==> config.mk <==
export PLATFORM = sky130hd
export DESIGN_NAME = ysyx_24110026_ifu_flat
export DESIGN_NICKNAME = d
export VERILOG_FILES = /design/src/rtl/ysyx_24110026_ifu_pkg.sv /design/src/rtl/ysyx_24110026_ifu_if.sv /design/src/rtl/ysyx_24110026_ifu.sv /design/src/flat_wrapper.sv
export SDC_FILE = /design/constraint.sdc
export NUM_CORES = 1
export LEC_CHECK = 0
export ABC_AREA = 1
export CAP_MARGIN = 5
export CORE_MARGIN = 2
export CORE_UTILIZATION = 49
export CTS_CLUSTER_SIZE = 8
export DETAILED_ROUTE_END_ITERATION = 6
export PLACE_DENSITY = 0.86
export SLEW_MARGIN = 20
export SYNTH_ARGS = -nofsm -noshare
export SYNTH_HDL_FRONTEND = slang
export SYNTH_SLANG_ARGS = --single-unit
==> constraint.sdc <==
create_clock -name clk -period 6.4 [get_ports clk]
set_input_delay 0.96 -clock clk [delete_from_list [all_inputs] [get_ports clk]]
set_output_delay 0.96 -clock clk [all_outputs]
set_load 0.01 [all_outputs]
==> src/rtl/ysyx_24110026_ifu_pkg.sv <==
// Shared constants and FSM encoding for the ysyx_24110026 instruction fetch unit.
// The IFU_MISALIGN_CHECK_EN build macro enables misaligned-redirect fault reporting.
package ysyx_24110026_ifu_pkg;

   localparam int unsigned XLEN = 32;

   localparam logic [XLEN-1:0] IFU_RESET_PC = 32'h8000_0000;
   localparam logic [XLEN-1:0] INST_ZERO    = 32'h0000_0000;
   localparam logic [XLEN-1:0] INST_NOP     = 32'h0000_0013;
   localparam logic [XLEN-1:0] PC_STEP      = 32'd4;

   typedef enum logic [1:0] {
      S_REQ  = 2'd0,
      S_WAIT = 2'd1,
      S_OUT  = 2'd2,
      S_DROP = 2'd3
   } ifu_state_e;

   // Sequential fetch address; wraps modulo 2^32.
   function automatic logic [XLEN-1:0] pc_inc(input logic [XLEN-1:0] pc);
      return XLEN'(pc + PC_STEP);
   endfunction

endpackage

==> src/rtl/ysyx_24110026_ifu_if.sv <==
// Fetch-unit bus: instruction-memory request/response, decoder hand-off and redirect.
// The master modport is the IFU side; the slave modport is memory + decoder + branch unit.
interface ysyx_24110026_ifu_if;
   import ysyx_24110026_ifu_pkg::*;

   logic            req_valid;
   logic            req_ready;
   logic [XLEN-1:0] req_addr;

   logic            rsp_valid;
   logic [XLEN-1:0] rsp_data;

   logic            inst_valid;
   logic            inst_ready;
   logic [XLEN-1:0] inst;
   logic [XLEN-1:0] inst_pc;
   logic            inst_misalign;

   logic            redirect_valid;
   logic [XLEN-1:0] redirect_pc;

   modport master (
      output req_valid, req_addr,
      input  req_ready,
      input  rsp_valid, rsp_data,
      output inst_valid, inst, inst_pc, inst_misalign,
      input  inst_ready,
      input  redirect_valid, redirect_pc
   );

   modport slave (
      input  req_valid, req_addr,
      output req_ready,
      output rsp_valid, rsp_data,
      input  inst_valid, inst, inst_pc, inst_misalign,
      output inst_ready,
      output redirect_valid, redirect_pc
   );

endinterface

==> src/rtl/ysyx_24110026_ifu.sv <==
// Single-outstanding instruction fetch unit: REQ -> WAIT -> OUT loop with redirect/DROP handling.
// Define IFU_MISALIGN_CHECK_EN to report misaligned redirect targets as faults instead of aligning them.
module ysyx_24110026_ifu
   import ysyx_24110026_ifu_pkg::*;
#(
   parameter logic [XLEN-1:0] RESET_PC = IFU_RESET_PC
) (
   input  logic                 clk,
   input  logic                 rst,
   ysyx_24110026_ifu_if.master  bus
);

   ifu_state_e      state_q;
   logic [XLEN-1:0] pc_q;
   logic [XLEN-1:0] inst_q;
   logic [XLEN-1:0] inst_pc_q;
   logic            inst_valid_q;
   logic            drop_q;
   logic            halt_q;
`ifdef IFU_MISALIGN_CHECK_EN
   logic            misalign_q;
`endif

   logic [XLEN-1:0] redir_pc_d;
   logic            redir_fault_d;
   logic            req_go;
   logic            req_fire;
   logic            rsp_stale;

   // Redirect target: either kept verbatim (fault-checked) or forced word-aligned.
   always_comb begin
      redir_pc_d    = bus.redirect_pc;
      redir_fault_d = 1'b0;
`ifdef IFU_MISALIGN_CHECK_EN
      redir_fault_d = bus.redirect_valid && (bus.redirect_pc[1:0] != 2'b00);
`else
      redir_pc_d    = {bus.redirect_pc[XLEN-1:2], 2'b00};
`endif
   end

   // drop_q marks a response still in flight from an abandoned fetch; no new request until it drains.
   assign req_go    = (state_q == S_REQ) && !halt_q && !drop_q && !rst;
   assign req_fire  = req_go && bus.req_ready;
   assign rsp_stale = bus.rsp_valid && drop_q;

   always_ff @(posedge clk or posedge rst) begin
      if (rst) begin
         state_q      <= S_REQ;
         pc_q         <= RESET_PC;
         inst_q       <= INST_ZERO;
         inst_pc_q    <= INST_ZERO;
         inst_valid_q <= 1'b0;
         drop_q       <= 1'b0;
         halt_q       <= 1'b0;
`ifdef IFU_MISALIGN_CHECK_EN
         misalign_q   <= 1'b0;
`endif
      end else begin
         if (rsp_stale) begin
            drop_q <= 1'b0;
         end

         if (bus.redirect_valid) begin
            pc_q         <= redir_pc_d;
            halt_q       <= 1'b0;
            inst_valid_q <= 1'b0;
            if (redir_fault_d) begin
               // Faulting target: present a synthetic zero instruction, never fetch it.
               state_q      <= S_OUT;
               inst_valid_q <= 1'b1;
               inst_q       <= INST_ZERO;
               inst_pc_q    <= redir_pc_d;
`ifdef IFU_MISALIGN_CHECK_EN
               misalign_q   <= 1'b1;
`endif
               unique case (state_q)
                  S_REQ:          if (req_fire)       drop_q <= 1'b1;
                  S_WAIT, S_DROP: if (!bus.rsp_valid) drop_q <= 1'b1;
                  S_OUT:          ;
               endcase
            end else begin
               unique case (state_q)
                  S_REQ:          state_q <= req_fire ? S_DROP : S_REQ;
                  S_WAIT, S_DROP: state_q <= bus.rsp_valid ? S_REQ : S_DROP;
                  S_OUT:          state_q <= S_REQ;
               endcase
            end
         end else begin
            unique case (state_q)
               S_REQ: begin
                  if (req_fire) begin
                     state_q <= S_WAIT;
                  end
               end
               S_WAIT: begin
                  if (bus.rsp_valid) begin
                     inst_q       <= bus.rsp_data;
                     inst_pc_q    <= pc_q;
                     inst_valid_q <= 1'b1;
`ifdef IFU_MISALIGN_CHECK_EN
                     misalign_q   <= 1'b0;
`endif
                     state_q      <= S_OUT;
                  end
               end
               S_OUT: begin
                  if (bus.inst_ready) begin
                     inst_valid_q <= 1'b0;
                     state_q      <= S_REQ;
`ifdef IFU_MISALIGN_CHECK_EN
                     // After a delivered fault, park until the next redirect.
                     if (misalign_q) begin
                        halt_q <= 1'b1;
                     end else begin
                        pc_q <= pc_inc(pc_q);
                     end
`else
                     pc_q <= pc_inc(pc_q);
`endif
                  end
               end
               S_DROP: begin
                  if (bus.rsp_valid) begin
                     state_q <= S_REQ;
                  end
               end
            endcase
         end
      end
   end

   assign bus.req_valid  = req_go;
   assign bus.req_addr   = pc_q;
   assign bus.inst_valid = inst_valid_q;
   assign bus.inst       = inst_q;
   assign bus.inst_pc    = inst_pc_q;
`ifdef IFU_MISALIGN_CHECK_EN
   assign bus.inst_misalign = misalign_q;
`else
   assign bus.inst_misalign = 1'b0;
`endif

endmodule

==> src/flat_wrapper.sv <==
// flat-port wrapper written by rule: the top's interface ports become plain ports
module ysyx_24110026_ifu_flat import ysyx_24110026_ifu_pkg::*;
#(
   parameter logic [XLEN-1:0] RESET_PC = IFU_RESET_PC
)
  (clk, rst, bus_req_valid, bus_req_addr, bus_req_ready, bus_rsp_valid, bus_rsp_data, bus_inst_valid, bus_inst, bus_inst_pc, bus_inst_misalign, bus_inst_ready, bus_redirect_valid, bus_redirect_pc);
  ysyx_24110026_ifu_if bus_i ();
  input  logic clk;
  input  logic rst;
  output wire logic [$bits(bus_i.req_valid)-1:0] bus_req_valid;
  output wire logic [$bits(bus_i.req_addr)-1:0] bus_req_addr;
  input wire logic [$bits(bus_i.req_ready)-1:0] bus_req_ready;
  input wire logic [$bits(bus_i.rsp_valid)-1:0] bus_rsp_valid;
  input wire logic [$bits(bus_i.rsp_data)-1:0] bus_rsp_data;
  output wire logic [$bits(bus_i.inst_valid)-1:0] bus_inst_valid;
  output wire logic [$bits(bus_i.inst)-1:0] bus_inst;
  output wire logic [$bits(bus_i.inst_pc)-1:0] bus_inst_pc;
  output wire logic [$bits(bus_i.inst_misalign)-1:0] bus_inst_misalign;
  input wire logic [$bits(bus_i.inst_ready)-1:0] bus_inst_ready;
  input wire logic [$bits(bus_i.redirect_valid)-1:0] bus_redirect_valid;
  input wire logic [$bits(bus_i.redirect_pc)-1:0] bus_redirect_pc;
  assign bus_req_valid = bus_i.req_valid;
  assign bus_req_addr = bus_i.req_addr;
  assign bus_i.req_ready = bus_req_ready;
  assign bus_i.rsp_valid = bus_rsp_valid;
  assign bus_i.rsp_data = bus_rsp_data;
  assign bus_inst_valid = bus_i.inst_valid;
  assign bus_inst = bus_i.inst;
  assign bus_inst_pc = bus_i.inst_pc;
  assign bus_inst_misalign = bus_i.inst_misalign;
  assign bus_i.inst_ready = bus_inst_ready;
  assign bus_i.redirect_valid = bus_redirect_valid;
  assign bus_i.redirect_pc = bus_redirect_pc;
  ysyx_24110026_ifu #(.RESET_PC(RESET_PC)) u_core (.clk(clk), .rst(rst), .bus(bus_i));
endmodule
-- Word-level counts from Yosys, hierarchy flattened
Index checks and enable logic that the tools add are counted.
- add/subtract/negate cells: 1
- multiply operators: 0
- divide/modulo/power cells: 0
- magnitude comparators: 0
- equality and inequality tests: 7
- shift operators: 0
- mux-type cells: 16
- bitwise operators: 1
- reduce and logical (&&, ||, !) cells: 12
- operator list (operator ; number):
    2-to-1 mux 32 bit ; 3
    adder 32 x 3 -> 32 bit, second input constant ; 1
    2-to-1 mux 2 bit ; 7
    inequality test 3 bit, second input constant ; 3
    case mux 2 bit (4 select lines) ; 1
    case mux 2 bit (3 select lines) ; 1
    AND reduction 3 bit ; 2
    equality test 2 bit, second input constant ; 2
    AND reduction 4 bit ; 1
    nonzero test 2 bit ; 2
    2-to-1 mux 1 bit ; 3
    inequality test 3 x 2 -> 1 bit, second input constant ; 1
    nonzero test 3 bit ; 1
    equality test 2 x 1 -> 1 bit, second input constant ; 1
    logical AND 1 bit ; 2
    zero test 2 bit ; 1
    case mux 1 bit (2 select lines) ; 1
    AND reduction 2 bit ; 1
    OR reduction 2 bit ; 1
    zero test 1 bit ; 1
    NOT 1 bit ; 1
- register bits after elaboration: 99
- bits in latches: 0
- RAM bits: 0
- ROM bits: 0
- bits of input ports: 70
- output and inout bits: 99
- logic and storage cells: 42
- memories: 0

-- Depth between registers and ports, before layout
Gate-level depths: netlist of run 1.
- depth after elaboration: 6
- mapped depth: 10

-- Worst setup path before layout of run 1
Ideal clock, no wire load.
- path type: input -> output
- start point: input rst
- end point: output bus_req_valid
- arrival: 1.265 ns
- required time: 5.440 ns
- setup slack: 4.175 ns
- stages on the path: 1
- path through: nor3_1
- cells in the longest elaborated chain, start to end: 2
- ends and longest elaborated chain (what ; line ; RTL):
    start: declaration ; flat_wrapper.sv:9 ; input logic rst;
    zero test 1 bit ; ysyx_24110026_ifu.sv:42 ; assign req_go = (state_q == S_REQ) && !halt_q && !drop_q && !rst;
    logical AND 1 bit ; ysyx_24110026_ifu.sv:42 ;
    end: declaration ; flat_wrapper.sv:10 ; output wire logic [$bits(bus_i.req_valid)-1:0] bus_req_valid;
No other way between the ends.

-- Worst setup path after layout of run 1
- start point: input bus_redirect_valid
- end point: register u_core.pc_q[18] (netlist: u_core.bus.req_addr[18])
- cells in the longest elaborated chain, start to end: 2
- ends and longest elaborated chain (what ; line ; RTL):
    start: declaration ; flat_wrapper.sv:20 ; input wire logic [$bits(bus_i.redirect_valid)-1:0] bus_redirect_valid;
    nonzero test 2 bit (no source line) ; - ;
    AND reduction 2 bit (no source line) ; - ;
    end signal: assignment ; ysyx_24110026_ifu.sv:64 ; pc_q <= redir_pc_d;
    end signal: assignment ; ysyx_24110026_ifu.sv:118 ; pc_q <= pc_inc(pc_q);
    end: declaration ; ysyx_24110026_ifu.sv:14 ; logic [XLEN-1:0] pc_q;
Several ways; a longest one is shown, not always the timed one.
A chain may end at the register's enable or synchronous reset.

==> impl_metrics.yaml, run 1 <==
run_status:
  outcome: "finished, final reports clean"
clock_network:
  clockBufferDepth: 2
  htree_levels: 3
  post-cts-setup-buffers: 0
  numCtsBuffers: 9
  insertion_delay_ps: 360
  clk_pin_slew_ps: 90
  root_buffer: "clkbuf_8"
  cts_tree: "yes"
  post_cts_resized: 0
  cts.sinks: 95
  hold_buffers: 0
global_route:
  grt_pass1_vias: 4463
  grt_max_degree: 88
  grt_usage_pct: 26.4
  gr-total-overflow: 0
  antenna_found_initial: 0
  grt_pass1_wl_um: 22800
critical_path:
  regToRegSetupSlack_ps: 4470
  cp_max_fo: 54
  cp.required_ps: 6690
  start_kind: "input port"
  regToRegStartpoint: "u_core.bus.req_addr[3]$_DFFE_PP0P_"
  worst_r2r_path_depth: 10
  path_class: "input port to flip-flop"
  arrival_ps: 3930
  worst_r2r_endpoint: "u_core.bus.req_addr[26]$_DFFE_PP0P_"
  crit_path_end_kind: "flip-flop"
yosys:
  synthSimpleGateAreaFrac_pct: 25.5
  synthAdderAreaFrac_pct: 0.256
  syn_area_um2: 4880
  yosysWarningCount: 0
  yosys_register_bits: 95
  synth-compound-area-share_pct: 7.13
  synth.yosys.seq_area_share_pct: 48.7
  syn_area_per_cell_um2: 8.65
  synth_top_family_by_area: "simple AND/OR/NAND/NOR gates"
  synthTopCellsByArea: "dfrtp_1, nand2_1, mux2_4, nor2_1, o21ai_0"
  synthMuxAreaShare_pct: 11.4
  synth.distinct_cells: 34
  synth_top_area_share_pct: 48.2
  netlist.top_cell.by_area: "dfrtp_1"
  synthXorXnorAreaFrac_pct: 0
  syn_inst: 564
worst_hold_path:
  min_from: "u_core.bus.inst_pc[27]$_DFFE_PP0P_"
  hold_end: "u_core.bus.inst_pc[27]$_DFFE_PP0P_"
  min_path_type: "flip-flop to flip-flop"
  whs_path_depth: 2
layout:
  fin_nets: 787
  antennaDiodeCount: 0
  finalNonFillerCells: 854
  mostFrequentLayoutCell: "clkdlybuf4s50_1"
  drive_gt1_share_pct: 9.57
  utilization_pct: 69.5
  fillers: 749
  areaGrowthSynthToFinish_pct: 38.5
  most-common-layout-cells: "clkdlybuf4s50_1, nand2_1, dfrtp_1, nor2_1, o21ai_0"
sta:
  slew_headroom_pct: 40.0
  fin_crit_ps: 3640
  min_period_over_period_pct: 56.9
  rsz0062_at_grt: "no"
  setup_viol: 0
  fmax_mhz: 274
  worst_pin_slew_ps: 898
  tns_ps: 0
  clock_skew_ps: 9.40
  finalHoldViolations: 0
  slew_viol_final: 0
die:
  die_area_um2: 10800
  start_util_pct: 50.2
  num_rows: 36
  core_area_um2: 9730
  fp.dieW_um: 104
  num_io_pins: 169
  die_height_um: 104
power_and_ir_drop:
  power_density_nw_per_um2: 378
  power_w: 0.00255
  power_leakage_nw: 3.11
  irDropWorstVdd_v: 0.000145
place:
  gp_congestion: 0.919
  port_buffers: 161
  dp_hpwl_um: 9970
  dp.cells: 838
drt:
  via_per_inst: 5.30
  dr_total_vias: 4526
  antenna_left: 0
  dr.pass1.iters: 5
  drtIter0Drc: 348
  wl_per_cell_um: 16.0
  drc_errors: 0
  wirelength_um: 13600
run:
  drv_cap: 0
## synthesized netlist by cell type
cell and instances:
buf_4 5, a211oi_1 4, o211ai_1 2, o21ai_0 38
ha_1 1, buf_2 6, a21oi_1 11, o22ai_1 3
nor2_4 1, buf_1 1, inv_2 3, nand2_1 155
nor3_1 7, dfrtp_1 94, o21ai_1 5, nor2_2 4
buf_6 8, inv_1 38, clkinv_1 1, mux2_4 37
clkbuf_1 5, dfstp_2 1, nor4_2 1, a31oi_1 1
nor2_1 86, nor3_4 1, o31ai_1 1, nand3_4 1
nand3_1 33, nand4_1 4, nand2_2 2, nor4_1 1
and2_1 2, conb_1 1
## critical path, cell delays in order
cell	delay, ps
clkdlybuf4s50_1	830
inv_2	890
nand2_2	340
inv_2	510
nor3_1	100
nand2_1	80
o21ai_0	80
nor2_1	120
## per-layer routing
layer  vias to the layer above  part of all wire [%]  track usage, %
met2                       250                    47            42.9
met1                      2128                    43            34.8
met5                         -                     0               0
met3                        33                   7.2            3.90
li1                       2115                     -               -
met4                         0                   3.3            12.6
## through the flow
stage | instance area [um^2] | setup WS, ps | hold WS [ps]
after global placement | 6510 | 2540 | 468
after global routing | 6760 | 2540 | 518
after CTS | 6750 | 2850 | 497
after floorplan | 4890 | 2960 | 485
after detailed placement | 6510 | 2490 | 476
final | 6760 | 2760 | 495
## sequential cells by signal, summed over array words and instances, names as in the netlist
name / count
u_core.state_q: 2
u_core.bus.inst_pc: 30
u_core.bus.inst: 32
u_core.bus.req_addr: 30
u_core.bus.inst_valid: 1
## power breakdown
group          internal [W]  switching, W  total [W]
Clock              0.000260      0.000219   0.000479
Combinational      0.000641      0.000440    0.00108
Sequential         0.000826      0.000166   0.000992
## worst max-delay path by stage
stage	start	to	slack (ps)	cells past startpoint
finish	bus_redirect_valid	u_core.bus.req_addr[18]$_DFFE_PP0P_	2760	8
global route	bus_redirect_valid	u_core.bus.req_addr[16]$_DFFE_PP0P_	2540	8
CTS	bus_redirect_valid	u_core.bus.req_addr[16]$_DFFE_PP0P_	2850	8
detailed placement	bus_redirect_valid	u_core.bus.req_addr[16]$_DFFE_PP0P_	2490	8
global placement	bus_redirect_valid	u_core.bus.req_addr[16]$_DFFE_PP0P_	2540	8
floorplan	rst	u_core.bus.inst[0]$_DFFE_PP0P_	2960	1
## cell families after synthesis
kind of cell / count (synthesis)
other: 1
flip-flops: 95
buffers and inverters: 67
adder cells (fa/ha/maj): 1
multiplexers: 37
AO/OA/AOI/OAI: 65
AND/OR/NAND/NOR: 298
## layout make-up
| class | count | area [um^2] | area share (%) |
|---|---|---|---|
| clock buffer | 9 | 124 | 1.83 |
| tap | 133 | 166 | 2.46 |
| timing repair buffer | 162 | 1620 | 23.9 |
| sequential | 95 | 2380 | 35.2 |
| clock inverter | 7 | 121 | 1.80 |
| multi-input combinational | 406 | 2190 | 32.4 |
| inverter | 42 | 159 | 2.35 |
Note: power is estimated with default switching activity, not from simulation.
==> inputs of run 2 (changes only) <==
Settings changed: CORE_UTILIZATION 49 to 46, PLACE_DENSITY 0.86 to 0.81.
Clock period 6.4 ns to 3.4 ns, I/O delays scaled along.
==> run 2 against run 1 <==
Effect of this change: largest cell class unchanged; global-route usage fell by 3.0 points; sequential power increased by 88%; utilization shrank 4.3 points; cell count up 0.94%; wire length is 0.89% lower; first-iteration DRC count up 16%; power is 80% higher; worst setup slack worse by 1700 ps; sequential share of layout area grew 0.14 points; clock power is 47% higher; highest routed layer unchanged.
==> impl_metrics.yaml, run 2 (synthesis results as in run 1) <==
clock_network:
  post-cts-setup-buffers: 0
  insertion_delay_ps: 360
  htree_levels: 3
  clockBufferDepth: 2
  numCtsBuffers: 9
  cts.sinks: 95
  hold_buffers: 0
  cts_tree: "yes"
  clk_pin_slew_ps: 90
  post_cts_resized: 0
  root_buffer: "clkbuf_8"
die:
  num_io_pins: 169
  die_area_um2: 11400
  core_area_um2: 10300
  num_rows: 37
  start_util_pct: 47.3
  die_height_um: 107
  fp.dieW_um: 107
place:
  gp_congestion: 0.940
  port_buffers: 161
  place_area_um2: 6550
  dp.cells: 846
  dp_hpwl_um: 9950
layout:
  fillers: 828
  areaGrowthSynthToFinish_pct: 38.0
  largest_reg_flops: 32
  finalNonFillerCells: 862
  drive_gt1_share_pct: 10.2
  fin_nets: 792
  mostFrequentLayoutCell: "clkdlybuf4s50_1"
  antennaDiodeCount: 0
  stdcell_area_um2: 6730
  most-common-layout-cells: "clkdlybuf4s50_1, nand2_1, dfrtp_1, nor2_1, o21ai_0"
power_and_ir_drop:
  switching_share_pct: 33.2
  comb_power_share_pct: 44.2
  p_seq_share_pct: 40.5
  internal-power_w: 0.00307
  clkPwrFrac_pct: 15.3
  p_sw_w: 0.00153
  power_leakage_nw: 3.12
  power_density_nw_per_um2: 683
  irDropWorstVdd_v: 0.000348
drt:
  wirelength_um: 13500
  dr.pass1.iters: 6
  antenna_left: 0
  via_per_inst: 5.24
  drc_errors: 0
  wl_per_cell_um: 15.7
  drtIter0Drc: 405
  dr_total_vias: 4517
critical_path:
  arrival_ps: 1790
  regToRegStartpoint: "u_core.state_q[1]$_DFFE_PP0P_"
  crit_buf_inv: 2
  max_stage_delay_ps: 590
  path_common_cell: "clkdlybuf4s50_1"
  cp.required_ps: 2890
  critical-path-top-delay-family: "buffers and inverters"
  crit_slowest_cell: "clkdlybuf4s50_1"
  cp_max_fo: 2
  start_kind: "input port"
  path_cells: "clkdlybuf4s50_1 > nor3_1 > clkdlybuf4s50_1"
  path_class: "input port to output pin"
  crit_path_end_kind: "output pin"
  cp-startpoint: "rst"
sta:
  slew_headroom_pct: 38.3
  min_period_over_period_pct: 67.7
  hold_ws_ps: 490
  finalHoldViolations: 0
  worst_pin_slew_ps: 926
  tns_ps: 0
  clock_skew_ps: 9.64
  setup_viol: 0
  fmax_mhz: 434
  rsz0062_at_grt: "no"
  fin_crit_ps: 2300
  slew_viol_final: 0
global_route:
  grt_pass1_vias: 4251
  grt_max_degree: 63
  gr-total-overflow: 0
  grt_usage_pct: 23.4
  grt_pass1_wl_um: 21000
  antenna_found_initial: 0
run:
  drv_cap: 0
worst_hold_path:
  min_path_type: "flip-flop to flip-flop"
  min_from: "u_core.bus.inst_pc[25]$_DFFE_PP0P_"
run_status:
  outcome: "finished, final reports clean"
run 2: cell count changes in the layout (fill, tap and decap cells not counted):
cell / previous run / this run
clkbuf_8: 9 / 11
clkinv_2: 1 / 2
nand2_8: 1 / 0
buf_4: 1 / 6
nand2_4: 0 / 1
bufinv_16: 3 / 0
inv_4: 0 / 1
clkinv_4: 1 / 0
run 2: path summary, 6_finish.rpt:
check / end / slack [ps] / cells after the start
max in group asynchronous: u_core.bus.req_addr[31]$_DFFE_PP1P_ / 1950 / 3
worst min register to register: u_core.bus.inst_pc[25]$_DFFE_PP0P_ / 490 / 2
worst max register to register: u_core.bus.inst_pc[24]$_DFFE_PP0P_ / 1390 / 5
worst min-delay path: u_core.bus.inst_pc[25]$_DFFE_PP0P_ / 490 / 2
worst max-delay path: bus_req_valid / 1100 / 3
min in group asynchronous: u_core.bus.inst_pc[3]$_DFFE_PP0P_ / 630 / 2
run 2: area by class of cell:
class                   count  area [um^2]  area share (%)
multi-input cells         406         2180            32.4
flip-flops and latches     95         2380            35.3
clock inverters             5         32.5           0.483
repair buffers            167         1660            24.6
clock buffers              11          151            2.25
inverters                  42          160            2.38
well taps                 136          170            2.53
run 2: stage by stage:
stage	setup WS [ps]	power, W	utilization (%)
after floorplan	415	0.00277	-
after global placement	991	0.00385	63.4
after detailed placement	896	0.00392	63.4
after CTS	1100	0.00463	65.2
after global routing	1070	0.00486	65.2
final	1100	0.00460	65.2
run 2: worst register-to-register path, delay by kind of cell, from the launching register on:
family | cells | cell delay, ps
simple gates | 3 | 880
flops | 1 | 500
buf+inv | 1 | 440
compound gates | 1 | 80
run 2: power by group through the flow:
stage	combinational (W)	clock (W)	sequential (W)
after floorplan	0.000732	0	0.00204
after global placement	0.00200	0	0.00186
after detailed placement	0.00203	0	0.00188
after CTS	0.00205	0.000720	0.00186
after global routing	0.00218	0.000764	0.00192
final	0.00203	0.000702	0.00186
run 2: layer usage:
layer	vias up	global-route usage [%]	routed length, um
met5	-	0	0
met4	0	9.28	318
met3	28	3.47	1000
met2	248	38.7	6320
met1	2108	31.2	5860
li1	2133	-	-
